[src/rtl/adc_capture.sv]
// adc_capture
//   Capture stage behind the ADC sampler. Packed two-sample words (older in
//   [23:12], newer in [11:0]) arrive on adc_ready strobes, are buffered in a
//   small show-ahead FIFO and streamed to the memory writer over a
//   valid/ready handshake with sequential word addresses. After arm, words
//   are queued until the trigger word plus post_trigger_words more have been
//   enqueued; the FIFO then drains and the block parks in DONE.
//
//   Optional feature macro: ADC_CAPTURE_TRIGGER_EN
//     defined   : ARMED state waits for a rising crossing of trigger_level.
//     undefined : arm goes straight to POST; word 0 acts as the trigger word,
//                 so post_trigger_words+1 words are captured.
//
// Ports
//   clk, reset          clock, synchronous active-high reset
//   arm                 one-cycle capture start (honoured in IDLE/DONE)
//   adc_ready           one-cycle strobe qualifying adc_data_double
//   adc_data_double     packed sample pair
//   trigger_level       threshold, latched at arm
//   post_trigger_words  words queued after the trigger word, latched at arm
//   mem_wr_valid/ready  memory handshake; mem_addr/mem_wdata give the head
//   busy                high outside IDLE and DONE
//   capture_done        high in DONE
//   trigger_addr        index of the word that held the trigger
//   overflow            sticky: a word was dropped on a full FIFO
module adc_capture #(
    parameter int ADDR_WIDTH = 21,
    parameter int FIFO_DEPTH = 8
) (
    input  logic                  clk,
    input  logic                  reset,
    input  logic                  arm,
    input  logic                  adc_ready,
    input  logic [23:0]           adc_data_double,
    input  logic [11:0]           trigger_level,
    input  logic [ADDR_WIDTH-1:0] post_trigger_words,
    output logic                  mem_wr_valid,
    input  logic                  mem_wr_ready,
    output logic [ADDR_WIDTH-1:0] mem_addr,
    output logic [23:0]           mem_wdata,
    output logic                  busy,
    output logic                  capture_done,
    output logic [ADDR_WIDTH-1:0] trigger_addr,
    output logic                  overflow
);
    localparam int PW = (FIFO_DEPTH > 1) ? $clog2(FIFO_DEPTH) : 1;
    localparam logic [PW:0]           FULL_CNT = (PW+1)'(FIFO_DEPTH);
    localparam logic [PW:0]           ONE_C    = (PW+1)'(1);
    localparam logic [PW-1:0]         ONE_P    = PW'(1);
    localparam logic [ADDR_WIDTH-1:0] ONE_A    = ADDR_WIDTH'(1);

    typedef enum logic [2:0] {
        S_IDLE  = 3'd0,
`ifdef ADC_CAPTURE_TRIGGER_EN
        S_ARMED = 3'd1,
`endif
        S_POST  = 3'd2,
        S_DRAIN = 3'd3,
        S_DONE  = 3'd4
    } state_t;

    state_t                state_q, state_d;
    logic [23:0]           fifo_q [FIFO_DEPTH];
    logic [23:0]           fifo_d [FIFO_DEPTH];
    logic [PW-1:0]         wr_ptr_q, wr_ptr_d, rd_ptr_q, rd_ptr_d;
    logic [PW:0]           cnt_q, cnt_d;
    logic [ADDR_WIDTH-1:0] idx_q, idx_d;        // index of the next enqueued word
    logic [ADDR_WIDTH-1:0] addr_q, addr_d;      // index of the FIFO head
    logic [ADDR_WIDTH-1:0] remain_q, remain_d;  // words still to enqueue after the current one
    logic [ADDR_WIDTH-1:0] trig_addr_q, trig_addr_d;
    logic                  ovf_q, ovf_d;
    logic                  deq, enq, room, capturing;

`ifdef ADC_CAPTURE_TRIGGER_EN
    logic [11:0]           level_q, level_d;
    logic [11:0]           prev_lo_q, prev_lo_d;
    logic                  have_prev_q, have_prev_d;
    logic                  hit;
`else
    logic                  unused_level;
    assign unused_level = ^trigger_level;
`endif

    assign mem_wr_valid = (state_q != S_IDLE) && (cnt_q != '0);
    assign mem_wdata    = fifo_q[rd_ptr_q];
    assign mem_addr     = addr_q;
    assign busy         = (state_q != S_IDLE) && (state_q != S_DONE);
    assign capture_done = (state_q == S_DONE);
    assign trigger_addr = trig_addr_q;
    assign overflow     = ovf_q;

    always_comb begin
        state_d     = state_q;
        fifo_d      = fifo_q;
        wr_ptr_d    = wr_ptr_q;
        rd_ptr_d    = rd_ptr_q;
        cnt_d       = cnt_q;
        idx_d       = idx_q;
        addr_d      = addr_q;
        remain_d    = remain_q;
        trig_addr_d = trig_addr_q;
        ovf_d       = ovf_q;
`ifdef ADC_CAPTURE_TRIGGER_EN
        level_d     = level_q;
        prev_lo_d   = prev_lo_q;
        have_prev_d = have_prev_q;
        capturing   = (state_q == S_ARMED) || (state_q == S_POST);
        // Rising crossing inside the word, or from the previous word's newer
        // sample into this word's older sample.
        hit = ((adc_data_double[23:12] < level_q) && (adc_data_double[11:0] >= level_q))
           || (have_prev_q && (prev_lo_q < level_q) && (adc_data_double[23:12] >= level_q));
`else
        capturing   = (state_q == S_POST);
`endif
        deq  = mem_wr_valid && mem_wr_ready;
        // A full FIFO still accepts a word when the head leaves this cycle.
        room = (cnt_q != FULL_CNT) || deq;
        enq  = capturing && adc_ready && room;

        if (capturing && adc_ready && !room) ovf_d = 1'b1;

        if (enq) begin
            fifo_d[wr_ptr_q] = adc_data_double;
            wr_ptr_d         = wr_ptr_q + ONE_P;
            idx_d            = idx_q + ONE_A;
        end
        if (deq) begin
            rd_ptr_d = rd_ptr_q + ONE_P;
            addr_d   = addr_q + ONE_A;
        end
        if (enq && !deq)      cnt_d = cnt_q + ONE_C;
        else if (!enq && deq) cnt_d = cnt_q - ONE_C;

        case (state_q)
            S_IDLE, S_DONE: begin
                if (arm) begin
                    ovf_d       = 1'b0;
                    trig_addr_d = '0;
                    idx_d       = '0;
                    addr_d      = '0;
                    remain_d    = post_trigger_words;
`ifdef ADC_CAPTURE_TRIGGER_EN
                    level_d     = trigger_level;
                    have_prev_d = 1'b0;
                    state_d     = S_ARMED;
`else
                    state_d     = S_POST;
`endif
                end
            end
`ifdef ADC_CAPTURE_TRIGGER_EN
            S_ARMED: begin
                if (enq) begin
                    prev_lo_d   = adc_data_double[11:0];
                    have_prev_d = 1'b1;
                    if (hit) begin
                        trig_addr_d = idx_q;
                        if (remain_q == '0) begin
                            state_d = S_DRAIN;
                        end else begin
                            remain_d = remain_q - ONE_A;
                            state_d  = S_POST;
                        end
                    end
                end
            end
`endif
            S_POST: begin
                if (enq) begin
                    if (remain_q == '0) state_d = S_DRAIN;
                    else                remain_d = remain_q - ONE_A;
                end
            end
            S_DRAIN: begin
                // Leave on the edge that takes the last word so capture_done
                // follows the final transfer by one cycle.
                if ((cnt_q == '0) || ((cnt_q == ONE_C) && deq)) state_d = S_DONE;
            end
            default: state_d = S_IDLE;
        endcase
    end

    always_ff @(posedge clk) begin
        if (reset) begin
            state_q     <= S_IDLE;
            for (int i = 0; i < FIFO_DEPTH; i++) fifo_q[i] <= '0;
            wr_ptr_q    <= '0;
            rd_ptr_q    <= '0;
            cnt_q       <= '0;
            idx_q       <= '0;
            addr_q      <= '0;
            remain_q    <= '0;
            trig_addr_q <= '0;
            ovf_q       <= 1'b0;
`ifdef ADC_CAPTURE_TRIGGER_EN
            level_q     <= '0;
            prev_lo_q   <= '0;
            have_prev_q <= 1'b0;
`endif
        end else begin
            state_q     <= state_d;
            fifo_q      <= fifo_d;
            wr_ptr_q    <= wr_ptr_d;
            rd_ptr_q    <= rd_ptr_d;
            cnt_q       <= cnt_d;
            idx_q       <= idx_d;
            addr_q      <= addr_d;
            remain_q    <= remain_d;
            trig_addr_q <= trig_addr_d;
            ovf_q       <= ovf_d;
`ifdef ADC_CAPTURE_TRIGGER_EN
            level_q     <= level_d;
            prev_lo_q   <= prev_lo_d;
            have_prev_q <= have_prev_d;
`endif
        end
    end
endmodule

[config.mk]
export PLATFORM = sky130hd
export DESIGN_NAME = adc_capture
export DESIGN_NICKNAME = d
export VERILOG_FILES = /design/src/rtl/adc_capture.sv
export SDC_FILE = /design/constraint.sdc
export NUM_CORES = 1
export LEC_CHECK = 0
export BUFFER_PORTS_ARGS = -buffer_cell sky130_fd_sc_hd__buf_2
export CORE_UTILIZATION = 49
export DETAILED_ROUTE_END_ITERATION = 10
export PLACE_DENSITY_LB_ADDON = 0.15
export SYNTH_ARGS = -nofsm -noshare
export SYNTH_HDL_FRONTEND = slang
export SYNTH_SLANG_ARGS = --single-unit
[constraint.sdc]
create_clock -name clk -period 3.9 [get_ports clk]
set_input_delay 0.39 -clock clk [delete_from_list [all_inputs] [get_ports clk]]
set_output_delay 0.39 -clock clk [all_outputs]
set_load 0.02 [all_outputs]
==> Implementation_results.wiki <==
{| class="wikitable"
! Metric !! Value
|-
| Outcome || complete, no violations
|-
| Placeable core region || ~23,000 um^2
|-
| CTS Hold Bufs || 0
|-
| Largest voltage drop on the vdd net || 238 uV
|-
| Count of cell types in the netlist || 56
|-
| Latest clock arrival within the worst-skew pair || 0.54 ns
|-
| Number of antenna violations at the first check in global routing || 2
|-
| Sum of negative setup slack || 0 ns
|-
| Fillers || 2,164
|-
| CTS clock-pin slew for the worst setup and hold paths || around 0.06 ns
|-
| WHS || 0.161 ns
|-
| Total routing usage reported by global routing || 24.3%
|-
| Kind of capture point of the worst setup path || flip-flop
|-
| Class of the most critical hold timing path || input port to flip-flop
|-
| Fraction of synthesized cell area taken by the top area cell type || 43.1%
|-
| Number of routed nets with antenna violations || 0
|-
| Max-cap violation count || 0
|-
| Final Routed Wirelength || 29.4 mm
|-
| R2R setup slack || 0.95 ns
|-
| Final setup violation count || 0
|-
| Via count || about 9,500
|-
| Nets || 1,476
|-
| Portion of total power attributed to combinational logic || between 10% and 20%
|-
| Critical path type || flip-flop to flip-flop
|-
| Vias in the first global route || roughly 9,000
|-
| Leading cell types by total area after synthesis || sky130_fd_sc_hd__dfxtp_1 (43%), sky130_fd_sc_hd__nand2_1 (14%), sky130_fd_sc_hd__a21oi_1 (9.8%)
|-
| Number of instances in the synthesized netlist || 1,375
|-
| DIE WIDTH || about 160 um
|-
| Crit share post-route || 75.7%
|-
| FP Rows || 55
|-
| Multi-input gate area || 5810 um^2
|-
| Routed vias/inst || 5.45
|-
| Max-slew headroom || between 20% and 30%
|-
| Layout Area Growth over Synthesis || 11.6%
|-
| Post-route DRC || 0
|-
| CTS tree || done
|-
| Required time of the worst setup path || 4.30 ns
|-
| Synthesis Warnings || 0
|-
| Number of buffers on the longest clock path || 3
|-
| Cts bufs inserted || 27
|-
| Chip height || 155 um
|-
| Die Footprint || 24,100 um^2
|-
| Post-cts gate resize count || 0
|-
| Most common flop cell mapped by yosys || sky130_fd_sc_hd__dfxtp_1
|-
| Mapped Avg Cell Area || 8.37 um^2
|-
| Total half-perimeter wirelength after legalization and detailed placement || 16.4 mm
|-
| Arrival time of data at the critical path endpoint || 3.35 ns
|-
| Fraction of power spent switching nets || 25.6%
|-
| Most frequent cells in the layout || sky130_fd_sc_hd__nand2_1 (443), sky130_fd_sc_hd__dfxtp_1 (246), sky130_fd_sc_hd__a21oi_1 (226)
|-
| Pin count of the biggest net entering global routing || 121
|-
| Post-synth EDFFs || 0
|-
| H-Tree Depth || 1
|-
| Final weighted congestion in routability-driven placement || 0.761
|-
| P_int || roughly 4.3 mW
|-
| Routed wire length per instance || roughly 17 um
|-
| Starting density of the core || 50.4%
|-
| CTS Root Buffer Type || sky130_fd_sc_hd__clkbuf_16
|-
| First-pass GRT wire length || 46.5 mm
|-
| Fraction of synthesis flops using an asynchronous set or reset pin || 0%
|-
| DRT met1 WL || around 13 mm
|-
| Post-CTS setup buffers || 0
|-
| Count of endpoints failing hold in the final timing report || 0
|-
| Most common cell after layout, fill and taps aside || sky130_fd_sc_hd__nand2_1
|-
| First-pass iteration count of the detailed router || 5
|-
| Switching component of the power || 1.49 mW
|-
| FF+latch count, synth || 248
|-
| Aggregate global routing overflow || 0
|-
| Static Leakage || 4.54 nW
|-
| Tightest Pin Transition || about 1.1 ns
|-
| Achievable Freq || ~0.34 GHz
|-
| Routed met2 length || 14.0 mm
|-
| Length of routed met3 wiring || 1.62 mm
|-
| Highest metal layer with signal wires || met5
|-
| Sequential cell area || 4970 um^2
|-
| Final design utilization || 56.2%
|-
| Count of buffers from port buffering || between 90 and 100
|-
| Unrepaired setup endpoints after global routing || no
|-
| PwrDens || 453 nW/um^2
|-
| Power share of the sequential group || between 40% and 50%
|-
| Proportion of power drawn by the clock network || around 44%
|-
| Boundary Pins || approximately 130
|-
| Cell type with the largest total area after synthesis || sky130_fd_sc_hd__dfxtp_1
|-
| Final worst clock skew || 0.0134 ns
|-
| Total power draw || 5.82 mW
|-
| Final min period || 2.95 ns
|-
| Critical-path maximum fanout || 14
|-
| Combined area of all synthesized cells || 11,500 um^2
|-
| Slew Viols, Final || 0
|-
| Type of element launching the critical path || flip-flop
|-
| Clk sinks || 248
|-
| Register area share after synthesis || 43.1%
|-
| Number of DRC markers after the initial detailed-route iteration || 637
|-
| Layout cells sized above 1 || 18.0%
|}
-- cell usage after synthesis, drive strengths merged, types with 5 or more instances --
| cell type | number |
|---|---|
| mux4 | 48 |
| o21ai | 27 |
| dfxtp | 248 |
| or4 | 6 |
| nor2 | 49 |
| inv | 11 |
| nor4 | 6 |
| buf | 84 |
| and4 | 7 |
| mux2 | 24 |
| or3 | 6 |
| nand3 | 10 |
| o31ai | 7 |
| nor3 | 13 |
| nor3b | 5 |
| clkbuf | 58 |
| nand4 | 17 |
| ha | 9 |
| a21oi | 226 |
| xnor2 | 11 |
| xor2 | 13 |
| and3 | 5 |
| nand2 | 443 |
-- path summary, 6_finish.rpt --
| kind | start | to | cells after the start |
|---|---|---|---|
| worst max register to register | cnt_q[0] | cnt_q[3] | 10 |
| worst min-delay path | adc_data_double[18] | fifo_q[18] | 3 |
| worst min register to register | fifo_q[140] | fifo_q[140] | 2 |
| worst max-delay path | cnt_q[0] | cnt_q[3] | 10 |
-- flip-flops by register name, summed over array words and instances (netlist names) --
name      count
fifo_q      192
remain_q     21
rd_ptr_q      3
state_q       3
cnt_q         4
wr_ptr_q      3
overflow      1
mem_addr     21
-- metrics by stage --
stage / setup slack, ns / std cells / area, um^2
6_report: 0.948 / 1740 / 12800
5_1_grt: 0.713 / 1739 / 12800
4_1_cts: 0.885 / 1739 / 12800
3_5_place_dp: 0.922 / 1689 / 11900
3_3_place_gp: 0.983 / 1689 / 11900
2_1_floorplan: 1.55 / 1395 / 11600
-- area by class of cell --
cell class / instances / share of cell area, %
Inverter: 12 / 0.351
Multi-Input combinational cell: 993 / 45.3
Antenna cell: 1 / 0.0195
Clock inverter: 6 / 0.458
Sequential cell: 248 / 38.7
Tap cell: 313 / 3.05
Clock buffer: 44 / 6.54
Timing Repair Buffer: 123 / 5.62
-- per-layer routing --
layer / track usage, % / vias up
met5: 0 / -
met4: 5.88 / 4
met3: 2.81 / 44
met2: 40.6 / 234
met1: 33.6 / 4520
li1: - / 4685
-- power by group through the flow --
stage / Combinational [mW] / Sequential, mW / Clock [mW]
after floorplan: 0.503 / 2.67 / 0
after global placement: 0.599 / 2.70 / 0
after detailed placement: 0.601 / 2.71 / 0
after CTS: 0.603 / 2.65 / 2.62
after global routing: 0.665 / 2.66 / 2.71
final: 0.599 / 2.65 / 2.57
-- kinds of logic after synthesis --
family	after synthesis	share of synthesized area, %
AO/OA/AOI/OAI	284	13.2
flip-flops	248	43.1
AND/OR/NAND/NOR	582	21.9
adder cells (fa/ha/maj)	9	0.979
XOR/XNOR	24	1.83
buffers and inverters	154	7.08
multiplexers	73	11.8
other	1	0.0326
-- critical path, stage by stage (launching register included) --
cell                       delay [ns]
sky130_fd_sc_hd__dfxtp_1         0.37
sky130_fd_sc_hd__inv_1           0.08
sky130_fd_sc_hd__ha_1            0.21
sky130_fd_sc_hd__nand3b_1        0.14
sky130_fd_sc_hd__o211ai_2        0.64
sky130_fd_sc_hd__inv_2           0.28
sky130_fd_sc_hd__ha_1            0.34
sky130_fd_sc_hd__or4_1           0.40
sky130_fd_sc_hd__a21oi_1         0.19
sky130_fd_sc_hd__xnor2_1         0.13
sky130_fd_sc_hd__nor2_1          0.05
No activity file was read; power rests on OpenSTA's default activity.
